[src/rtl/mcu_dccm_sram_sink_ctrl.sv]
`timescale 1ns/1ps
`default_nettype none
// ============================================================================
// Module      : mcu_dccm_sram_sink_ctrl
// Description : SRAM-side responder for the exported DCCM bank interface.
//               After reset, or on init_req, it sweeps every bank and writes
//               zero data with INIT_ECC. Core requests are blocked during the
//               sweep and flagged. Read data is held between reads.
// Revision    : 1.0 - initial release
// ============================================================================
module mcu_dccm_sram_sink_ctrl #(
  parameter int                NUM_BANKS = 4,
  parameter int                ADDR_W    = 11,
  parameter int                DATA_W    = 32,
  parameter int                ECC_W     = 7,
  parameter logic [ECC_W-1:0]  INIT_ECC  = '0
) (
  input  logic                          clk,
  input  logic                          rst_l,
  input  logic [NUM_BANKS-1:0]          dccm_clken,
  input  logic [NUM_BANKS-1:0]          dccm_wren_bank,
  input  logic [NUM_BANKS*ADDR_W-1:0]   dccm_addr_bank,
  input  logic [NUM_BANKS*DATA_W-1:0]   dccm_wr_data_bank,
  input  logic [NUM_BANKS*ECC_W-1:0]    dccm_wr_ecc_bank,
  output logic [NUM_BANKS*DATA_W-1:0]   dccm_bank_dout,
  output logic [NUM_BANKS*ECC_W-1:0]    dccm_bank_ecc,
  output logic [NUM_BANKS-1:0]          sram_cs,
  output logic [NUM_BANKS-1:0]          sram_we,
  output logic [NUM_BANKS*ADDR_W-1:0]   sram_addr,
  output logic [NUM_BANKS*DATA_W-1:0]   sram_wdata,
  output logic [NUM_BANKS*ECC_W-1:0]    sram_wecc,
  input  logic [NUM_BANKS*DATA_W-1:0]   sram_rdata,
  input  logic [NUM_BANKS*ECC_W-1:0]    sram_recc,
  input  logic                          init_req,
  output logic                          init_busy,
  output logic                          init_done,
  output logic                          drop_err
);

  // Sweep terminates on the last word address; the counter then wraps to 0.
  localparam logic [ADDR_W-1:0] c_cnt_last = '1;

  typedef enum logic [0:0] {
    ST_INIT  = 1'b0,
    ST_READY = 1'b1
  } state_t;

  state_t              r_state;
  logic [ADDR_W-1:0]   r_cnt;
  logic                r_init_done;
  logic                r_drop_err;

  assign init_busy = (r_state == ST_INIT);
  assign init_done = r_init_done;
  assign drop_err  = r_drop_err;

  // Sweep sequencing, init handshake and sticky drop flag.
  always_ff @(posedge clk or negedge rst_l) begin
    if (!rst_l) begin
      r_state     <= ST_INIT;
      r_cnt       <= '0;
      r_init_done <= 1'b0;
      r_drop_err  <= 1'b0;
    end else begin
      case (r_state)
        ST_INIT: begin
          // Core traffic is never forwarded while sweeping; record the loss.
          if (|dccm_clken) begin
            r_drop_err <= 1'b1;
          end
          if (r_cnt == c_cnt_last) begin
            r_cnt       <= '0;
            r_state     <= ST_READY;
            r_init_done <= 1'b1;
          end else begin
            r_cnt <= r_cnt + 1'b1;
          end
        end
        ST_READY: begin
          // The request in this cycle is still forwarded; sweep starts next.
          if (init_req) begin
            r_state     <= ST_INIT;
            r_cnt       <= '0;
            r_init_done <= 1'b0;
            r_drop_err  <= 1'b0;
          end
        end
        default: begin
          r_state <= ST_INIT;
          r_cnt   <= '0;
        end
      endcase
    end
  end

  // Macro request mux: sweep pattern in INIT, straight pass-through in READY.
  always_comb begin
    if (r_state == ST_INIT) begin
      sram_cs    = '1;
      sram_we    = '1;
      sram_addr  = {NUM_BANKS{r_cnt}};
      sram_wdata = '0;
      sram_wecc  = {NUM_BANKS{INIT_ECC}};
    end else begin
      sram_cs    = dccm_clken;
      sram_we    = dccm_wren_bank & dccm_clken;
      sram_addr  = dccm_addr_bank;
      sram_wdata = dccm_wr_data_bank;
      sram_wecc  = dccm_wr_ecc_bank;
    end
  end

  // Independent per-bank read return path with a hold register.
  for (genvar b = 0; b < NUM_BANKS; b++) begin : g_bank
    logic              r_rd_pending;
    logic [DATA_W-1:0] r_dout_hold;
    logic [ECC_W-1:0]  r_ecc_hold;

    // Track a read issued last cycle and latch its returned data.
    always_ff @(posedge clk or negedge rst_l) begin
      if (!rst_l) begin
        r_rd_pending <= 1'b0;
        r_dout_hold  <= '0;
        r_ecc_hold   <= '0;
      end else begin
        r_rd_pending <= sram_cs[b] & ~sram_we[b];
        if (r_rd_pending) begin
          r_dout_hold <= sram_rdata[b*DATA_W +: DATA_W];
          r_ecc_hold  <= sram_recc[b*ECC_W +: ECC_W];
        end
      end
    end

    assign dccm_bank_dout[b*DATA_W +: DATA_W] =
      r_rd_pending ? sram_rdata[b*DATA_W +: DATA_W] : r_dout_hold;
    assign dccm_bank_ecc[b*ECC_W +: ECC_W] =
      r_rd_pending ? sram_recc[b*ECC_W +: ECC_W] : r_ecc_hold;
  end : g_bank

endmodule : mcu_dccm_sram_sink_ctrl
`default_nettype wire

[config.mk]
export PLATFORM = sky130hd
export DESIGN_NAME = mcu_dccm_sram_sink_ctrl
export DESIGN_NICKNAME = d
export VERILOG_FILES = /design/src/rtl/mcu_dccm_sram_sink_ctrl.sv
export SDC_FILE = /design/constraint.sdc
export NUM_CORES = 1
export LEC_CHECK = 0
export CORE_AREA = 2 2 282 284
export CTS_CLUSTER_SIZE = 8
export DETAILED_ROUTE_END_ITERATION = 7
export DIE_AREA = 0 0 284 286
export PLACE_DENSITY = 0.42
export SLEW_MARGIN = 20
export SYNTH_ARGS = -nofsm -noshare
export SYNTH_HDL_FRONTEND = slang
export SYNTH_SLANG_ARGS = --single-unit
[constraint.sdc]
create_clock -name clk -period 2.94 [get_ports clk]
set_input_delay 0.588 -clock clk [delete_from_list [all_inputs] [get_ports clk]]
set_output_delay 0.588 -clock clk [all_outputs]
set_load 0.01 [all_outputs]
==> results of run 1 <==
power by group through the flow:
stage          Sequential (uW)  Clock, uW  Combinational, uW
2_1_floorplan             2760          0                603
3_3_place_gp              2790          0               2180
3_5_place_dp              2800          0               2190
4_1_cts                   2750       2550               2200
5_1_grt                   2780       2610               2290
6_report                  2750       2390               2150
critical path, stage by stage (launching register included):
cell                              delay [ps]
sky130_fd_sc_hd__dfrtp_4                 540
sky130_fd_sc_hd__buf_16                  240
sky130_fd_sc_hd__and2_1                  300
sky130_fd_sc_hd__clkdlybuf4s50_1         650
state kept, by name, summed over array words and instances (netlist names):
name                 cells
drop_err                 1
g_bank.r_dout_hold     128
g_bank.r_ecc_hold       28
g_bank.r_rd_pending      4
init_done                1
r_cnt                   11
r_state                  1
per-stage QoR:
| step | area [um^2] | setup TNS [ps] |
|---|---|---|
| 2_1_floorplan | 8100 | 0 |
| 3_3_place_gp | 16800 | 0 |
| 3_5_place_dp | 16800 | 0 |
| 4_1_cts | 17400 | -6.63 |
| 5_1_grt | 17500 | 0 |
| 6_report | 17500 | 0 |
worst paths after layout:
kind                                                   to  cells past startpoint
worst max-delay path                       sram_wdata[78]                      3
worst min-delay path             g_bank[2].r_dout_hold[7]                      1
worst max register to register                   r_cnt[9]                      5
worst min register to register  g_bank[1].r_dout_hold[18]                      1
max in group asynchronous        g_bank[0].r_dout_hold[9]                      3
min in group clk                g_bank[1].r_dout_hold[18]                      1
routing by layer:
metal | share of wire (%) | global-route usage, % | wire length, um
met5 | 0.25 | 0 | 140
met2 | 57 | 26.4 | 31700
met4 | 1.4 | 3.34 | 789
met1 | 32 | 12.1 | 17600
met3 | 9.3 | 5.62 | 5170
area by class of cell:
type	instances	share of cell area [%]
Clock inverter	13	0.894
Clock buffer	19	2.59
Timing Repair inverter	1	0.0286
Sequential cell	174	24.9
Multi-Input combinational cell	488	20.4
Antenna cell	3	0.0429
Timing Repair Buffer	750	43.5
Inverter	5	0.129
Tap cell	1050	7.51
Yosys cell counts (4+ instances only):
| master | n | share of area, % |
|---|---|---|
| sky130_fd_sc_hd__nand2b_1 | 6 | 0.46 |
| sky130_fd_sc_hd__nor2_1 | 10 | 0.46 |
| sky130_fd_sc_hd__nand3_1 | 4 | 0.25 |
| sky130_fd_sc_hd__nor3_1 | 4 | 0.25 |
| sky130_fd_sc_hd__and2_1 | 156 | 12 |
| sky130_fd_sc_hd__inv_1 | 5 | 0.23 |
| sky130_fd_sc_hd__dfrtp_1 | 174 | 54 |
| sky130_fd_sc_hd__o21ai_0 | 11 | 0.68 |
| sky130_fd_sc_hd__buf_2 | 13 | 0.80 |
| sky130_fd_sc_hd__mux2_2 | 156 | 22 |
| sky130_fd_sc_hd__clkbuf_1 | 29 | 1.3 |
| sky130_fd_sc_hd__nand2_1 | 116 | 5.4 |
cell families (layout without fill, tap and decap cells):
family                   Yosys count  count (layout)  share of synthesized area [%]
multiplexers                     156             156                           21.7
flip-flops                       174             174                           53.8
AND/OR/NAND/NOR                  304             304                           19.7
AO/OA/AOI/OAI                     27              27                           2.29
adder cells (fa/ha/maj)            1               1                          0.154
other                              0               3                              0
buffers and inverters             47             788                           2.38
repair_timing:
item	4_1_cts	5_1_grt
gates cloned	1	2
buffers inserted	0	1
endpoints found under the hold margin	0	0
resized for setup	9	1
endpoints found under the setup margin	17	6
==> impl_results.html, run 1 <==
<table>
<tr><th>Metric</th><th>Value</th></tr>
<tr><th colspan="2">Clock network</th></tr>
<tr><td>TritonCTS Buffers</td><td>17</td></tr>
<tr><td>Max Root-Sink Buffers</td><td>2</td></tr>
<tr><td>Clock tree from TritonCTS</td><td>yes</td></tr>
<tr><td># clock sinks</td><td>174</td></tr>
<tr><td>Register clock-pin slew on the reported worst setup and hold paths</td><td>70 ps</td></tr>
<tr><td>Hold buffer count at CTS</td><td>0</td></tr>
<tr><td>Library cell used as clock root buffer</td><td>sky130_fd_sc_hd__clkbuf_16</td></tr>
<tr><td>H-tree levels</td><td>4</td></tr>
<tr><td>Worst-skew pair later-pin latency</td><td>480 ps</td></tr>
<tr><th colspan="2">Routing</th></tr>
<tr><td>Number of DRC violations after detailed routing</td><td>0</td></tr>
<tr><td>Post-detailed-route via-to-cell ratio</td><td>3.39</td></tr>
<tr><td>Initial DRC Count</td><td>248</td></tr>
<tr><td>Total via count in the routed design</td><td>8494</td></tr>
<tr><td>Total length of routed wires</td><td>55.4 mm</td></tr>
<tr><td>Antenna Violating Nets Remaining</td><td>0</td></tr>
<tr><td>Routed wire per std cell</td><td>22.1 um</td></tr>
<tr><td>Detailed Routing Iterations Pass 1</td><td>4</td></tr>
<tr><th colspan="2">STA</th></tr>
<tr><td>Number of hold violations in the final report</td><td>0</td></tr>
<tr><td>Minimum setup slack in the final design</td><td>113 ps</td></tr>
<tr><td>Headroom to the max-slew limit</td><td>61.4%</td></tr>
<tr><td>Setup-failing EPs final</td><td>0</td></tr>
<tr><td>Clock tree skew after final layout</td><td>8.95 ps</td></tr>
<tr><td>Measured slew at the worst slew-check pin</td><td>579 ps</td></tr>
<tr><td>Fmax achieved</td><td>354 MHz</td></tr>
<tr><td>RSZ-0062 raised after global routing</td><td>no</td></tr>
<tr><td>Worst-case hold slack</td><td>76.8 ps</td></tr>
<tr><td>Minimum clock period after layout</td><td>2830 ps</td></tr>
<tr><td>Max-slew violation total from the final report</td><td>0</td></tr>
<tr><td>Final worst-path cycle share</td><td>96.1%</td></tr>
<tr><th colspan="2">Placed design</th></tr>
<tr><td>Total half-perimeter wirelength after legalization and detailed placement</td><td>47.4 mm</td></tr>
<tr><td>Weighted congestion at the end of routability-driven global placement</td><td>0.844</td></tr>
<tr><td>Post-placement cell count</td><td>2464</td></tr>
<tr><td>I/O Buffers</td><td>733</td></tr>
<tr><td>Post-Place Setup Slack</td><td>338 ps</td></tr>
<tr><th colspan="2">Cells and area</th></tr>
<tr><td>Most frequent cells in the layout</td><td>sky130_fd_sc_hd__clkdlybuf4s50_1, sky130_fd_sc_hd__dfrtp_1, sky130_fd_sc_hd__mux2_2</td></tr>
<tr><td>Register Area</td><td>0.00436 mm^2</td></tr>
<tr><td>Area grow syn2layout</td><td>116%</td></tr>
<tr><td>Fin util</td><td>22.3%</td></tr>
<tr><td>Fin nets</td><td>1805</td></tr>
<tr><td>Share of final-layout standard cells stronger than drive strength 1</td><td>16.3%</td></tr>
<tr><td>Filler-free cell count of the finished design</td><td>2503</td></tr>
<tr><td>Commonest non-fill, non-tap cell in the layout</td><td>sky130_fd_sc_hd__clkdlybuf4s50_1</td></tr>
<tr><td>Fill cell instance count of the final layout</td><td>8588</td></tr>
<tr><td>Area of combinational cells with multiple inputs</td><td>0.00356 mm^2</td></tr>
<tr><th colspan="2">Global routing</th></tr>
<tr><td>Largest net degree at the start of global routing</td><td>101</td></tr>
<tr><td>Global-route total usage across every layer</td><td>13.2%</td></tr>
<tr><td>Leftover overflow at the end of global routing</td><td>0</td></tr>
<tr><td>Global-route wire length before repair</td><td>74.4 mm</td></tr>
<tr><td>Initial antenna violation count</td><td>14</td></tr>
<tr><td>Via count of the first global-routing pass</td><td>8942</td></tr>
<tr><th colspan="2">Die</th></tr>
<tr><td>Starting utilization of the core area</td><td>10.3%</td></tr>
<tr><td>Full die area</td><td>0.0812 mm^2</td></tr>
<tr><td>Height of the die</td><td>286 um</td></tr>
<tr><td>Num rows</td><td>103</td></tr>
<tr><td>Die span in x</td><td>284 um</td></tr>
<tr><td>I/O pin count</td><td>734</td></tr>
<tr><td>Area of the placeable core</td><td>0.0784 mm^2</td></tr>
<tr><th colspan="2">Worst setup path</th></tr>
<tr><td>WP data arrival</td><td>2240 ps</td></tr>
<tr><td>Nature of the critical path startpoint</td><td>register</td></tr>
<tr><td>Slack of the worst reg-to-reg path</td><td>990 ps</td></tr>
<tr><td>Worst setup path category</td><td>reg2out</td></tr>
<tr><td>Max Fanout on Critical Path</td><td>52</td></tr>
<tr><td>Worst setup path startpoint</td><td>r_state</td></tr>
<tr><td>Required time worst endpoint</td><td>2350 ps</td></tr>
<tr><td>Startpoint of the most critical register-to-register path</td><td>r_cnt[0]</td></tr>
<tr><td>Worst Setup End Kind</td><td>primary output</td></tr>
<tr><th colspan="2">Power and ir drop</th></tr>
<tr><td>Post-layout total power</td><td>7290 uW</td></tr>
<tr><td>Power Internal</td><td>5180 uW</td></tr>
<tr><td>Pwr/cell area</td><td>417 mW/mm^2</td></tr>
<tr><td>Maximum VDD drop</td><td>0.436 mV</td></tr>
<tr><td>Sequential share of power</td><td>37.8%</td></tr>
<tr><td>Total net switching power</td><td>2110 uW</td></tr>
<tr><td>Fraction of power spent switching nets</td><td>28.9%</td></tr>
<tr><td>Combinational fraction of design power</td><td>29.4%</td></tr>
<tr><td>Clk pwr share</td><td>32.8%</td></tr>
<tr><td>Static leakage</td><td>0.00713 uW</td></tr>
<tr><th colspan="2">Synthesis</th></tr>
<tr><td>Cell Area, Synth</td><td>0.00810 mm^2</td></tr>
<tr><td>Synthesized instance count</td><td>709</td></tr>
<tr><td>Fraction of the yosys area taken by sequential cells</td><td>53.8%</td></tr>
<tr><td>Count of flip-flops with a built-in enable after synthesis</td><td>0</td></tr>
<tr><td>Synthesized Nets</td><td>1077</td></tr>
<tr><td>Count of state elements after synthesis</td><td>174</td></tr>
<tr><td>Prevailing post-synth register cell</td><td>sky130_fd_sc_hd__dfrtp_1</td></tr>
<tr><td>Number of different library cells in the post-synthesis netlist</td><td>31</td></tr>
<tr><td>Share of synthesized flip-flops with an asynchronous set or reset</td><td>100%</td></tr>
<tr><td>Mean instance size in the synthesized netlist</td><td>11.4 um^2</td></tr>
<tr><td>Count of synthesis-stage warnings from yosys</td><td>0</td></tr>
<tr><th colspan="2">Status</th></tr>
<tr><td>Status</td><td>completed</td></tr>
<tr><th colspan="2">Hold path</th></tr>
<tr><td>Worst min path class</td><td>in2async</td></tr>
<tr><th colspan="2">Flow run</th></tr>
<tr><td>Max Cap Violations</td><td>0</td></tr>
</table>
(Power assumes the default switching activity.)
==> run 2, diff against run 1 <==
--- a/config.mk
+++ b/config.mk
@@ -6,6 +6,7 @@
 export NUM_CORES = 1
 export LEC_CHECK = 0
 export CORE_AREA = 2 2 282 284
+export CTS_BUF_LIST = sky130_fd_sc_hd__clkbuf_16
 export CTS_CLUSTER_SIZE = 8
 export DETAILED_ROUTE_END_ITERATION = 7
 export DIE_AREA = 0 0 284 286
==> run 2 against run 1 <==
Against the previous run:
- routed wire length about the same
- combinational power about the same
- critical path depth unchanged
- cell count unchanged
- clock power down 2%
- largest power group unchanged
- design area down 0.11%
- clock skew about the same
==> impl_results.html, run 2 (synthesis results as in run 1) <==
<table>
<tr><th>Metric</th><th>Value</th></tr>
<tr><th colspan="2">Die</th></tr>
<tr><td>Height of the die</td><td>286 um (unchanged)</td></tr>
<tr><td>Full die area</td><td>0.0812 mm^2 (unchanged)</td></tr>
<tr><td>I/O pin count</td><td>734 (unchanged)</td></tr>
<tr><td>Num rows</td><td>103 (unchanged)</td></tr>
<tr><td>Die span in x</td><td>284 um (unchanged)</td></tr>
<tr><td>Area of the placeable core</td><td>0.0784 mm^2 (unchanged)</td></tr>
<tr><td>Starting utilization of the core area</td><td>10.3% (unchanged)</td></tr>
<tr><th colspan="2">STA</th></tr>
<tr><td>RSZ-0062 raised after global routing</td><td>no (unchanged)</td></tr>
<tr><td>Minimum clock period after layout</td><td>2840 ps (was 2830 ps)</td></tr>
<tr><td>Total negative slack for setup checks</td><td>0 ps (unchanged)</td></tr>
<tr><td>Clock tree skew after final layout</td><td>8.95 ps (about the same)</td></tr>
<tr><td>Number of hold violations in the final report</td><td>0 (unchanged)</td></tr>
<tr><td>Final worst-path cycle share</td><td>96.6% (was 96.1%)</td></tr>
<tr><td>Headroom to the max-slew limit</td><td>61.4% (about the same)</td></tr>
<tr><td>Measured slew at the worst slew-check pin</td><td>579 ps (about the same)</td></tr>
<tr><td>Max-slew violation total from the final report</td><td>0 (unchanged)</td></tr>
<tr><td>Setup-failing EPs final</td><td>0 (unchanged)</td></tr>
<tr><td>Fmax achieved</td><td>352 MHz (was 354 MHz)</td></tr>
<tr><th colspan="2">Routing</th></tr>
<tr><td>Antenna Violating Nets Remaining</td><td>0 (unchanged)</td></tr>
<tr><td>Detailed Routing Iterations Pass 1</td><td>4 (unchanged)</td></tr>
<tr><td>Total length of routed wires</td><td>55.4 mm (about the same)</td></tr>
<tr><td>Number of DRC violations after detailed routing</td><td>0 (unchanged)</td></tr>
<tr><td>Total via count in the routed design</td><td>8494 (unchanged)</td></tr>
<tr><td>Post-detailed-route via-to-cell ratio</td><td>3.39 (unchanged)</td></tr>
<tr><td>Routed wire per std cell</td><td>22.1 um (about the same)</td></tr>
<tr><td>Initial DRC Count</td><td>273 (was 248)</td></tr>
<tr><th colspan="2">Worst setup path</th></tr>
<tr><td>Worst Setup End Kind</td><td>primary output (unchanged)</td></tr>
<tr><td>Max Fanout on Critical Path</td><td>52 (unchanged)</td></tr>
<tr><td>Worst setup path category</td><td>reg2out (unchanged)</td></tr>
<tr><td>WP data arrival</td><td>2250 ps (was 2240 ps)</td></tr>
<tr><td>Slowest cell delay on critical path</td><td>650 ps (about the same)</td></tr>
<tr><td>Nature of the critical path startpoint</td><td>register (unchanged)</td></tr>
<tr><td>Required time worst endpoint</td><td>2350 ps (about the same)</td></tr>
<tr><td>Crit path cell chain</td><td>buf_16 &gt; and2_1 &gt; clkdlybuf4s50_1 (unchanged)</td></tr>
<tr><td>Slowest stage cell on the critical path</td><td>sky130_fd_sc_hd__clkdlybuf4s50_1 (unchanged)</td></tr>
<tr><th colspan="2">Clock network</th></tr>
<tr><td>Worst-skew pair later-pin latency</td><td>480 ps (about the same)</td></tr>
<tr><td>TritonCTS Buffers</td><td>17 (unchanged)</td></tr>
<tr><td>Clock tree from TritonCTS</td><td>yes (unchanged)</td></tr>
<tr><td># clock sinks</td><td>174 (unchanged)</td></tr>
<tr><td>Max Root-Sink Buffers</td><td>2 (unchanged)</td></tr>
<tr><td>Register clock-pin slew on the reported worst setup and hold paths</td><td>70 ps (about the same)</td></tr>
<tr><td>Library cell used as clock root buffer</td><td>sky130_fd_sc_hd__clkbuf_16 (unchanged)</td></tr>
<tr><td>H-tree levels</td><td>4 (unchanged)</td></tr>
<tr><th colspan="2">Global routing</th></tr>
<tr><td>Via count of the first global-routing pass</td><td>8929 (was 8942)</td></tr>
<tr><td>GRT Max-Usage Layer</td><td>met2 (unchanged)</td></tr>
<tr><td>Largest net degree at the start of global routing</td><td>101 (unchanged)</td></tr>
<tr><td>Initial antenna violation count</td><td>14 (unchanged)</td></tr>
<tr><td>Met1 usage in global routing</td><td>12.1% (about the same)</td></tr>
<tr><td>Met2 global-route usage</td><td>26.3% (was 26.4%)</td></tr>
<tr><td>Leftover overflow at the end of global routing</td><td>0 (unchanged)</td></tr>
<tr><td>Global-route wire length before repair</td><td>74.4 mm (about the same)</td></tr>
<tr><td>GRT met3 Usage</td><td>5.62% (unchanged)</td></tr>
<tr><td>Global-route total usage across every layer</td><td>13.2% (about the same)</td></tr>
<tr><th colspan="2">Cells and area</th></tr>
<tr><td>Largest regs</td><td>g_bank.r_dout_hold (128), g_bank.r_ecc_hold (28), r_cnt (11) (unchanged)</td></tr>
<tr><td>Most frequent cells in the layout</td><td>sky130_fd_sc_hd__clkdlybuf4s50_1, sky130_fd_sc_hd__dfrtp_1, sky130_fd_sc_hd__mux2_2 (unchanged)</td></tr>
<tr><td>Share of final-layout standard cells stronger than drive strength 1</td><td>16.2% (was 16.3%)</td></tr>
<tr><td>Fill cell instance count of the final layout</td><td>8590 (was 8588)</td></tr>
<tr><td>Fin nets</td><td>1805 (unchanged)</td></tr>
<tr><td>Max FFs per register</td><td>128 (unchanged)</td></tr>
<tr><td>Top reg by flops</td><td>g_bank.r_dout_hold (unchanged)</td></tr>
<tr><td>Area grow syn2layout</td><td>116% (about the same)</td></tr>
<tr><td>Filler-free cell count of the finished design</td><td>2503 (unchanged)</td></tr>
<tr><td>Commonest non-fill, non-tap cell in the layout</td><td>sky130_fd_sc_hd__clkdlybuf4s50_1 (unchanged)</td></tr>
<tr><th colspan="2">Placed design</th></tr>
<tr><td>Weighted congestion at the end of routability-driven global placement</td><td>0.844 (unchanged)</td></tr>
<tr><td>I/O Buffers</td><td>733 (unchanged)</td></tr>
<tr><td>Total half-perimeter wirelength after legalization and detailed placement</td><td>47.4 mm (unchanged)</td></tr>
<tr><td>Post-placement cell count</td><td>2464 (unchanged)</td></tr>
<tr><th colspan="2">Hold path</th></tr>
<tr><td>Worst min path class</td><td>in2async (unchanged)</td></tr>
<tr><th colspan="2">Status</th></tr>
<tr><td>Status</td><td>completed (unchanged)</td></tr>
<tr><th colspan="2">Power and ir drop</th></tr>
<tr><td>Maximum VDD drop</td><td>0.436 mV (about the same)</td></tr>
<tr><td>Pwr/cell area</td><td>414 mW/mm^2 (was 417 mW/mm^2)</td></tr>
<tr><td>Static leakage</td><td>0.00712 uW (was 0.00713 uW)</td></tr>
<tr><th colspan="2">Flow run</th></tr>
<tr><td>Max Cap Violations</td><td>0 (unchanged)</td></tr>
</table>
run 2: layout make-up:
cell class	count	area [um^2]	share of cell area (%)
Antenna cell	3	7.51	0.0430
Clock buffer	17	425	2.44
Clock inverter	15	164	0.938
Inverter	5	22.5	0.129
Multi-Input combinational cell	488	3560	20.4
Sequential cell	174	4360	25.0
Tap cell	1050	1310	7.52
Timing Repair Buffer	750	7610	43.6
Timing Repair inverter	1	5.00	0.0286
run 2: path summary, 6_finish.rpt:
check	slack [ps]	depth (start not counted)	to	startpoint
setup / recovery	100	3	sram_wdata[78]	r_state
hold / removal	80	1	g_bank[2].r_dout_hold[7]	rst_l
setup reg to reg	990	5	r_cnt[9]	r_cnt[0]
hold reg to reg	500	1	g_bank[2].r_dout_hold[2]	g_bank[2].r_dout_hold[2]
max in group asynchronous	2090	3	g_bank[0].r_dout_hold[9]	rst_l
min in group clk	500	1	g_bank[2].r_dout_hold[2]	g_bank[2].r_dout_hold[2]
run 2: metrics by stage:
stage               setup slack, ps  hold WS (ps)  util, %  total power [uW]  area [um^2]
floorplan                      1050           292        -              3360         8100
global placement                332           479     21.4              4970        16800
detailed placement              338           484     21.4              4990        16800
CTS                           -6.63          58.6     22.2              7440        17400
global route                   5.89          80.3     22.3              7630        17500
finish                         98.8          76.6     22.3              7240        17500
run 2: layer usage:
metal / wire, um / part of all wire [%] / vias up
met5: 140 / 0.25 / -
li1: - / - / 3790
met3: 5180 / 9.4 / 48
met1: 17600 / 32 / 4198
met4: 789 / 1.4 / 22
met2: 31700 / 57 / 436
run 2: what timing repair did:
item	4_1_cts	5_1_grt
gates resized for setup	9	1
gates cloned	1	2
pin swaps	0	0
setup buffers	0	1
setup endpoints to repair	17	6
hold buffers	0	0
run 2: power breakdown:
part / leakage [uW] / switching (uW) / internal [uW] / total (uW)
clock: 0.000278 / 1080 / 1260 / 2340
combinational: 0.00459 / 901 / 1240 / 2150
sequential: 0.00225 / 127 / 2630 / 2750
total: 0.00712 / 2110 / 5130 / 7240
run 2: critical path: cells and delay by family, from the launching register on:
family	cells	cell delay [ps]
flops	1	540
simple gates	1	310
buf+inv	2	890
==> run 3, diff against run 2 <==
--- a/config.mk
+++ b/config.mk
@@ -5,6 +5,7 @@
 export SDC_FILE = /design/constraint.sdc
 export NUM_CORES = 1
 export LEC_CHECK = 0
+export CAP_MARGIN = 10
 export CORE_AREA = 2 2 282 284
 export CTS_BUF_LIST = sky130_fd_sc_hd__clkbuf_16
 export CTS_CLUSTER_SIZE = 8
==> results of run 3 <==
Same layout as run 2: the final DEF is identical, and so are final timing and power.
